$ cat src/rtl/jogo_pkg.sv
// Shared game constants: FSM state encodings for the play monitor and default timing.
// Also used by the control unit, so the encodings here are the debug codes seen on db_estado.
package jogo_pkg;

  typedef enum logic [2:0] {
    OCIOSO = 3'd0,
    FILTRA = 3'd1,
    ACEITA = 3'd2,
    SEGURA = 3'd3,
    LIBERA = 3'd4
  } estado_t;

  localparam int DEB_CICLOS_PADRAO     = 4;
  localparam int TIMEOUT_CICLOS_PADRAO = 5000;

  function automatic logic eh_um_quente(input logic [3:0] v);
    return (v != 4'd0) && ((v & (v - 4'd1)) == 4'd0);
  endfunction

endpackage

$ cat src/rtl/monitor_jogada_if.sv
// Play-monitor signal bundle: raw buttons and control in, accepted play / timeout / debug out.
// master = control-unit side, slave = monitor side.
interface monitor_jogada_if;
  logic [3:0] botoes;
  logic       estado_espera;
  logic       limpa;
  logic       tem_jogada;
  logic [3:0] jogada;
  logic       timeout;
  logic [2:0] db_estado;

  modport master (
    output botoes, estado_espera, limpa,
    input  tem_jogada, jogada, timeout, db_estado
  );

  modport slave (
    input  botoes, estado_espera, limpa,
    output tem_jogada, jogada, timeout, db_estado
  );
endinterface

$ cat src/rtl/sincronizador_2ff.sv
// Two-flop synchronizer for asynchronous level inputs; 2-cycle latency, no backpressure.
module sincronizador_2ff #(
  parameter int LARGURA = 4
) (
  input  logic               clock,
  input  logic               reset,
  input  logic [LARGURA-1:0] d,
  output logic [LARGURA-1:0] q
);

  logic [LARGURA-1:0] meta;

  always_ff @(posedge clock or negedge reset) begin
    if (!reset) begin
      meta <= '0;
      q    <= '0;
    end else begin
      meta <= d;
      q    <= meta;
    end
  end

endmodule

$ cat src/rtl/monitor_jogada.sv
// Button debouncer/play detector with waiting timeout: one tem_jogada pulse per accepted one-hot press,
// DEB_CICLOS+2 cycles after the press reaches the synchronizer; no backpressure (pulse-only output).
module monitor_jogada
  import jogo_pkg::*;
#(
  parameter int DEB_CICLOS     = DEB_CICLOS_PADRAO,
  parameter int TIMEOUT_CICLOS = TIMEOUT_CICLOS_PADRAO
) (
  input logic             clock,
  input logic             reset,
  monitor_jogada_if.slave bus
);

  localparam int DW = (DEB_CICLOS > 1) ? $clog2(DEB_CICLOS) : 1;
  localparam int TW = (TIMEOUT_CICLOS > 1) ? $clog2(TIMEOUT_CICLOS) : 1;
  localparam logic [DW-1:0] DEB_MAX = DW'(DEB_CICLOS - 1);
  localparam logic [TW-1:0] TO_MAX  = TW'(TIMEOUT_CICLOS - 1);

  logic [3:0]    b_s;
  estado_t       estado;
  logic [3:0]    candidato;
  logic [DW-1:0] cnt;
  logic          tem_jogada_q;
  logic [3:0]    jogada_q;
  logic [TW-1:0] cnt_to;

  sincronizador_2ff #(.LARGURA(4)) u_sinc (
    .clock (clock),
    .reset (reset),
    .d     (bus.botoes),
    .q     (b_s)
  );

  always_ff @(posedge clock or negedge reset) begin
    if (!reset) begin
      estado       <= OCIOSO;
      candidato    <= '0;
      cnt          <= '0;
      tem_jogada_q <= 1'b0;
      jogada_q     <= '0;
    end else begin
      tem_jogada_q <= 1'b0;
      // A load on entry to ACEITA below overrides this clear in the same cycle.
      if (bus.limpa)
        jogada_q <= '0;
      case (estado)
        OCIOSO: begin
          if (eh_um_quente(b_s)) begin
            estado    <= FILTRA;
            candidato <= b_s;
            cnt       <= '0;
          end
        end
        FILTRA: begin
          if (b_s != candidato) begin
            estado <= OCIOSO;
          end else if (cnt == DEB_MAX) begin
            estado       <= ACEITA;
            tem_jogada_q <= 1'b1;
            jogada_q     <= candidato;
          end else begin
            cnt <= cnt + 1'b1;
          end
        end
        ACEITA: estado <= SEGURA;
        SEGURA: begin
          if (b_s == 4'd0) begin
            estado <= LIBERA;
            cnt    <= '0;
          end
        end
        LIBERA: begin
          if (b_s != 4'd0)
            estado <= SEGURA;
          else if (cnt == DEB_MAX)
            estado <= OCIOSO;
          else
            cnt <= cnt + 1'b1;
        end
        default: estado <= OCIOSO;
      endcase
    end
  end

  // Saturating count of waiting cycles; an accepted press restarts it.
  always_ff @(posedge clock or negedge reset) begin
    if (!reset)
      cnt_to <= '0;
    else if (!bus.estado_espera || tem_jogada_q || bus.limpa)
      cnt_to <= '0;
    else if (cnt_to != TO_MAX)
      cnt_to <= cnt_to + 1'b1;
  end

  assign bus.tem_jogada = tem_jogada_q;
  assign bus.jogada     = jogada_q;
  assign bus.db_estado  = estado;
  assign bus.timeout    = bus.estado_espera && (cnt_to == TO_MAX) && !tem_jogada_q;

endmodule

$ cat src/flat_wrapper.sv
// flat-port wrapper written by rule: the top's interface ports become plain ports
module monitor_jogada_flat import jogo_pkg::*;
#(
  parameter int DEB_CICLOS     = DEB_CICLOS_PADRAO,
  parameter int TIMEOUT_CICLOS = TIMEOUT_CICLOS_PADRAO
)
  (clock, reset, bus_botoes, bus_estado_espera, bus_limpa, bus_tem_jogada, bus_jogada, bus_timeout, bus_db_estado);
  monitor_jogada_if bus_i ();
  input logic clock;
  input logic reset;
  input wire logic [$bits(bus_i.botoes)-1:0] bus_botoes;
  input wire logic [$bits(bus_i.estado_espera)-1:0] bus_estado_espera;
  input wire logic [$bits(bus_i.limpa)-1:0] bus_limpa;
  output wire logic [$bits(bus_i.tem_jogada)-1:0] bus_tem_jogada;
  output wire logic [$bits(bus_i.jogada)-1:0] bus_jogada;
  output wire logic [$bits(bus_i.timeout)-1:0] bus_timeout;
  output wire logic [$bits(bus_i.db_estado)-1:0] bus_db_estado;
  assign bus_i.botoes = bus_botoes;
  assign bus_i.estado_espera = bus_estado_espera;
  assign bus_i.limpa = bus_limpa;
  assign bus_tem_jogada = bus_i.tem_jogada;
  assign bus_jogada = bus_i.jogada;
  assign bus_timeout = bus_i.timeout;
  assign bus_db_estado = bus_i.db_estado;
  monitor_jogada #(.DEB_CICLOS(DEB_CICLOS), .TIMEOUT_CICLOS(TIMEOUT_CICLOS)) u_core (.clock(clock), .reset(reset), .bus(bus_i));
endmodule
$ cat config.mk
export PLATFORM = sky130hd
export DESIGN_NAME = monitor_jogada_flat
export DESIGN_NICKNAME = d
export VERILOG_FILES = /design/src/rtl/jogo_pkg.sv /design/src/rtl/monitor_jogada_if.sv /design/src/rtl/sincronizador_2ff.sv /design/src/rtl/monitor_jogada.sv /design/src/flat_wrapper.sv
export SDC_FILE = /design/constraint.sdc
export NUM_CORES = 1
export LEC_CHECK = 0
export BUFFER_PORTS_ARGS = -buffer_cell sky130_fd_sc_hd__buf_2
export CORE_MARGIN = 4
export CORE_UTILIZATION = 52
export DETAILED_ROUTE_END_ITERATION = 12
export PLACE_DENSITY = 0.73
export SYNTH_ARGS = -nofsm -noshare
export SYNTH_HDL_FRONTEND = slang
export SYNTH_SLANG_ARGS = --single-unit
$ cat constraint.sdc
create_clock -name clock -period 1.92 [get_ports clock]
set_input_delay 0.192 -clock clock [delete_from_list [all_inputs] [get_ports clock]]
set_output_delay 0.192 -clock clock [all_outputs]
set_load 0.03 [all_outputs]
=== Yosys cells after proc, flatten, opt, wreduce, memory -nomap -nowiden ===
Cells that the tools add are included.

* Muxes and demuxes: 22
* $lt $le $gt $ge: 0
* Bitwise operators: 1
* Multiply operators: 0
* Reduce and logical (&&, ||, !) cells: 16
* Shift-type cells: 0
* $add $sub $neg: 3
* Divide/modulo/power cells: 0
* Eq/ne operators: 14

{| class="wikitable"
|+ Operators with widths
! operator !! number
|-
| 13-bit 2-to-1 mux || 2
|-
| 3-bit 2-to-1 mux || 6
|-
| 4-bit 2-to-1 mux || 4
|-
| 3-bit case mux with 5 select lines || 1
|-
| 13-bit by 1-bit adder with 13-bit output (second input constant) || 1
|-
| 13-bit == test (second input constant) || 1
|-
| 13-bit inequality test (second input constant) || 1
|-
| 2-bit 2-to-1 mux || 5
|-
| 4-bit logical NOT || 2
|-
| 2-bit case mux with 4 select lines || 1
|-
| 4-bit nonzero test || 2
|-
| 3-bit by 2-bit == test with 1-bit output (second input constant) || 2
|-
| 3-bit by 1-bit inequality test with 1-bit output (second input constant) || 2
|-
| 5-bit AND reduction || 1
|-
| 4-bit bitwise AND || 1
|-
| 2-bit by 1-bit inequality test with 1-bit output (second input constant) || 2
|-
| 2-bit inequality test (second input constant) || 2
|-
| 4-bit inequality test || 1
|-
| 4-bit AND reduction || 1
|-
| 4-bit by 1-bit subtractor with 4-bit output (second input constant) || 1
|-
| 3-bit by 1-bit == test with 1-bit output (second input constant) || 1
|-
| 3-bit == test (second input constant) || 1
|-
| 1-bit logical AND || 3
|-
| 3-bit logical NOT || 1
|-
| 7 further kinds || 11
|}

* Output and inout bits: 9
* RAM bits: 0
* Word-level logic and storage cells: 64
* Bits in latches: 0
* ROM bits: 0
* Memories kept: 0
* Flip-flop bits (word level): 35
* Input bits: 8

=== Logic depth before layout (Yosys ltp) ===
* Word-level depth: 6
* Mapped depth: 6
* Depth with buffers taken out: 6

=== Hierarchy ===
A second synthesis with hierarchy kept.

* Cell total of the unflattened synthesis: 149
* Area, all modules: 1642.8 um2

{| class="wikitable"
|+ Modules (own cells, without submodules)
! module !! instances !! area each (um2) !! cells each !! seq. area each (um2)
|-
| monitor_jogada || 1 || 1442.6 || 141 || 675.6
|-
| sincronizador_2ff || 1 || 200.2 || 8 || 200.2
|}

=== Worst setup path after synthesis ===
No wires, ideal clock.

* Kind: register to register
* Start: reg u_core.u_sinc.q[2]
* End: reg u_core.cnt[0]
* Library setup time: 128 ps
* Data arrival time: 1973 ps
* Period minus slack after synthesis: 2101 ps
* Required time: 1792 ps
* Path buffers: 1
* Slack: -181 ps
* Cell stages (with the launch flop): 7
* Cell sequence: dfrtp_1 -> buf_6 -> or4_4 -> or4_4 -> a32oi_2 -> o21ai_2 -> mux2_1

* Word-level cells in the longest chain between the ends: 6
* Elaborated cells on any way between the ends: 12
* Classes of those cells: add/sub (1); eq/ne (5); bitwise (1); reduce/logical (5)

{| class="wikitable"
|+ RTL lines
! element !! line !! source
|-
| start: declaration || sincronizador_2ff.sv:8 || <nowiki>output logic [LARGURA-1:0] q</nowiki>
|-
| start signal: assignment || sincronizador_2ff.sv:19 || <nowiki>q <= meta;</nowiki>
|-
| 4-bit by 1-bit subtractor with 4-bit output || jogo_pkg.sv:17 || <nowiki>return (v != 4'd0) && ((v & (v - 4'd1)) == 4'd0);</nowiki>
|-
| 4-bit bitwise AND || jogo_pkg.sv:17 ||
|-
| 4-bit logical NOT || jogo_pkg.sv:17 ||
|-
| 1-bit logical AND || jogo_pkg.sv:17 ||
|-
| 2-bit by 1-bit inequality test with 1-bit output (no line) || n/a ||
|-
| 5-bit AND reduction (no line) * || n/a ||
|-
| end signal: assignment || monitor_jogada.sv:62 || <nowiki>cnt <= cnt + 1'b1;</nowiki>
|-
| end signal: assignment || monitor_jogada.sv:78 || <nowiki>cnt <= cnt + 1'b1;</nowiki>
|-
| end: declaration || monitor_jogada.sv:22 || <nowiki>logic [DW-1:0] cnt;</nowiki>
|}

Every way passes the cells marked *; elsewhere a longest branch is shown, timed or not.
A chain may end at the register's enable or synchronous reset.

=== Worst setup path after layout ===
* Start: reg u_core.u_sinc.q[2]
* End: reg u_core.cnt[1]

Same word-level chain as after synthesis.

==> summary.md <==
| Metric | Value |
|---|---|
| Status | finished, violations left |
| Failing checks | setup timing |
| Hold path depth | 3 |
| Leakage power | between 0.8 and 0.9 nW |
| Post-synthesis sequential area ratio | roughly 53% |
| DPL Wire Length | 2110 um |
| Ys flop type | dfrtp_1 |
| DR top layer | met4 |
| Placement Setup Slack | -0.170 ns |
| FF-to-FF Start | u_core.u_sinc.q[2]$_DFF_PN0_ |
| Critical Path RT | around 2.2 ns |
| Synth unique cells | 38 |
| Fin. max-slew vios | 0 |
| Adder-cell share of the synthesized area | under 10% |
| Core Footprint | around 3100 um^2 |
| Starting DRT DRC Count | 59 |
| Most frequent cells in the layout | dfrtp_1 (34), nor2_1 (20), buf_4 (16) |
| Met3 WL | 173 um |
| Fin crit share | 109% |
| Reg2Reg Depth | 5 |
| Simple-gate share of the synthesized area | between 20% and 30% |
| Synth Register Bits | 35 |
| Total of max-cap violations | 0 |
| CTS tree | done |
| Largest net degree at the start of global routing | 36 |
| Row count | 20 |
| Commonest non-fill, non-tap cell in the layout | dfrtp_1 |
| Via/cell ratio | 5.36 |
| Post-Layout Cell Count | 234 |
| Setup violations, final | 3 |
| Root Driver | clkbuf_4 |
| Max rail drop VDD | slightly above 0.6 mV |
| Synthesis-to-layout area growth | 22.1% |
| Arr. time, crit path | between 2 and 2.5 ns |
| Global-route wire length before repair | between 5000 and 6000 um |
| Final nets | ~200 |
| DRT met1 WL | between 1000 and 1500 um |
| Worst Hold Class | primary input to register |
| Critical path class | register to register |
| Inserted Clock Buffers | 5 |
| Setup WS post-layout | -0.172 ns |
| Fmax | ~0.48 GHz |
| Mapped Nets | roughly 160 |
| Starting density of the core | between 50% and 60% |
| Setup TNS Final | -0.405 ns |
| Largest family of logic cells by synthesized area | simple AND/OR/NAND/NOR gates |
| GPL Wtd Cong | ~0.84 |
| Total grt overflow | 0 |
| XOR/XNOR share of the synthesized area | 7.41% |
| Total GRT Usage | between 10% and 20% |
| IO buf count | 16 |
| Final Util | ~66% |
| Compound-gate portion of the synthesized area | under 10% |
| YS warnings | 0 |
| I/O pin total | 17 |
| Routed Antenna Nets | 0 |
| WL final | 3290 um |
| RSZ-0062 raised after global routing | yes |
| # fillers | 250 |
| Clk buf depth | 2 |
| Worst setup path start | u_core.u_sinc.q[2]$_DFF_PN0_ |
| Slew @ Worst Pin | roughly 0.75 ns |
| CP Launch Type | register |
| Fraction of layout cells with a size suffix above 1 | 31.6% |
| Post-Syn Area | roughly 1700 um^2 |
| DIE WIDTH | approximately 64 um |
| Area of the multi-input gates | ~770 um^2 |
| Final Hold Fails | 0 |
| Routed wire per std cell | 14.1 um |
| CP endpoint kind | register |
| Synth Area per Inst | 10.9 um^2 |
| CP max FO | 2 |
| Ant diodes | 0 |
| Worst-path clk slew | roughly 0.12 ns |
| Hold Crit Start | bus_limpa |
| Slew Limit Headroom | 49.7% |
| DR pass1 iterations | 4 |
| DP Cell Count | between 200 and 250 |
| Post-synthesis mux area share | 5.30% |
| Synthesized instance count | roughly 150 |
| Clk_skew | between 0.006 and 0.007 ns |
| Ys async rst share | 100% |
| PD cells | 915 nW/um^2 |
| Drt drc | 0 |
| Die Y | around 64 um |
| Antenna violations before repair | 0 |
| EDFF count, synth | 0 |
| Met2 wire length | around 1600 um |
| Final min period | 2.09 ns |
| Die area | just over 4000 um^2 |
| Reg area | between 800 and 900 um^2 |
| Vias in the first global route | 1274 |
| Worst-skew pair later-pin latency | 0.35 ns |
| Clk sink count | 35 |
| R2r setup slk | -0.17 ns |
| Via count | 1254 |
| CTS H-tree lvls | 2 |
[routing by layer]
| layer | global-route usage (%) | up-vias |
|---|---|---|
| met5 | 0 | - |
| met4 | 8.18 | 0 |
| met3 | 6.33 | 7 |
| met2 | 27.2 | 39 |
| met1 | 22.3 | 601 |
| li1 | - | 607 |
[cell type report]
cell class | instances | share of cell area [%]
clock buffers | 5 | 1.86
clock inverters | 3 | 1.24
inverters | 2 | 0.372
multi-input cells | 109 | 38.2
flip-flops and latches | 35 | 43.4
well taps | 44 | 2.73
repair buffers | 36 | 12.1
[worst max-delay path, cell delays in order (launching register included)]
cell and delay (ns):
dfrtp_1 0.39, or4_4 0.54, or4_4 0.42, a32oi_2 0.22, o21ai_2 0.11, mux2_4 0.31
[where the power goes]
part	internal [mW]	switching [mW]	leakage (nW)
registers	0.820	0.0826	0.456
logic	0.269	0.256	0.400
clock network	0.146	0.275	0.0314
[flip-flops by register name, indices dropped and copies added, names as in the netlist]
| name | cells |
|---|---|
| u_core.bus.jogada | 4 |
| u_core.bus.db_estado | 3 |
| u_core.u_sinc.q | 4 |
| u_core.bus.tem_jogada | 1 |
| u_core.candidato | 4 |
| u_core.cnt | 2 |
| u_core.u_sinc.meta | 4 |
| u_core.cnt_to | 13 |
[metrics by stage]
stage                     hold slack, ns  cell area [um^2]  power (mW)
after floorplan                   -0.104              1660        1.25
after global placement             0.289              1810        1.35
after detailed placement           0.301              1810        1.37
after CTS                          0.171              1930        1.82
after global routing               0.165              2020        1.97
final                              0.179              2020        1.85
[cell usage after synthesis (all sizes together), types with 4 or more instances]
library cell / count / area (um^2)
nand2b: 4 / 25.0
nor2: 20 / 75.1
nand3: 6 / 30.0
xnor2: 7 / 61.3
o21ai: 10 / 53.8
a21oi: 4 / 20.0
nand2: 14 / 52.6
mux2: 6 / 67.6
clkbuf: 4 / 45.0
xor2: 7 / 61.3
dfrtp: 35 / 876
[worst paths after layout]
path,end
max,u_core.cnt[1]$_DFFE_PN0P_
min,u_core.bus.jogada[3]$_DFF_PN0_
max reg2reg,u_core.cnt[1]$_DFFE_PN0P_
min reg2reg,u_core.u_sinc.q[2]$_DFF_PN0_
max in group asynchronous,u_core.cnt_to[10]$_DFFE_PN0P_
min in group asynchronous,u_core.cnt_to[8]$_DFFE_PN0P_
[cell families (layout without fill, tap and decap cells)]
kind of cell    count (synthesis)  count (layout)
compound gates                 20              20
xor+xnor                       14              14
fa+ha+maj                       2               2
buf+inv                         8              46
flops                          35              35
mux                             8               8
simple gates                   65              65
[what timing repair did]
item	in CTS	in global routing
resized for setup	1	13
endpoints found under the setup margin	4	8
hold buffers	5	0
setup buffers	2	6
endpoints found under the hold margin	39	0
pin swaps	2	8
No activity file was read; power rests on OpenSTA's default activity.
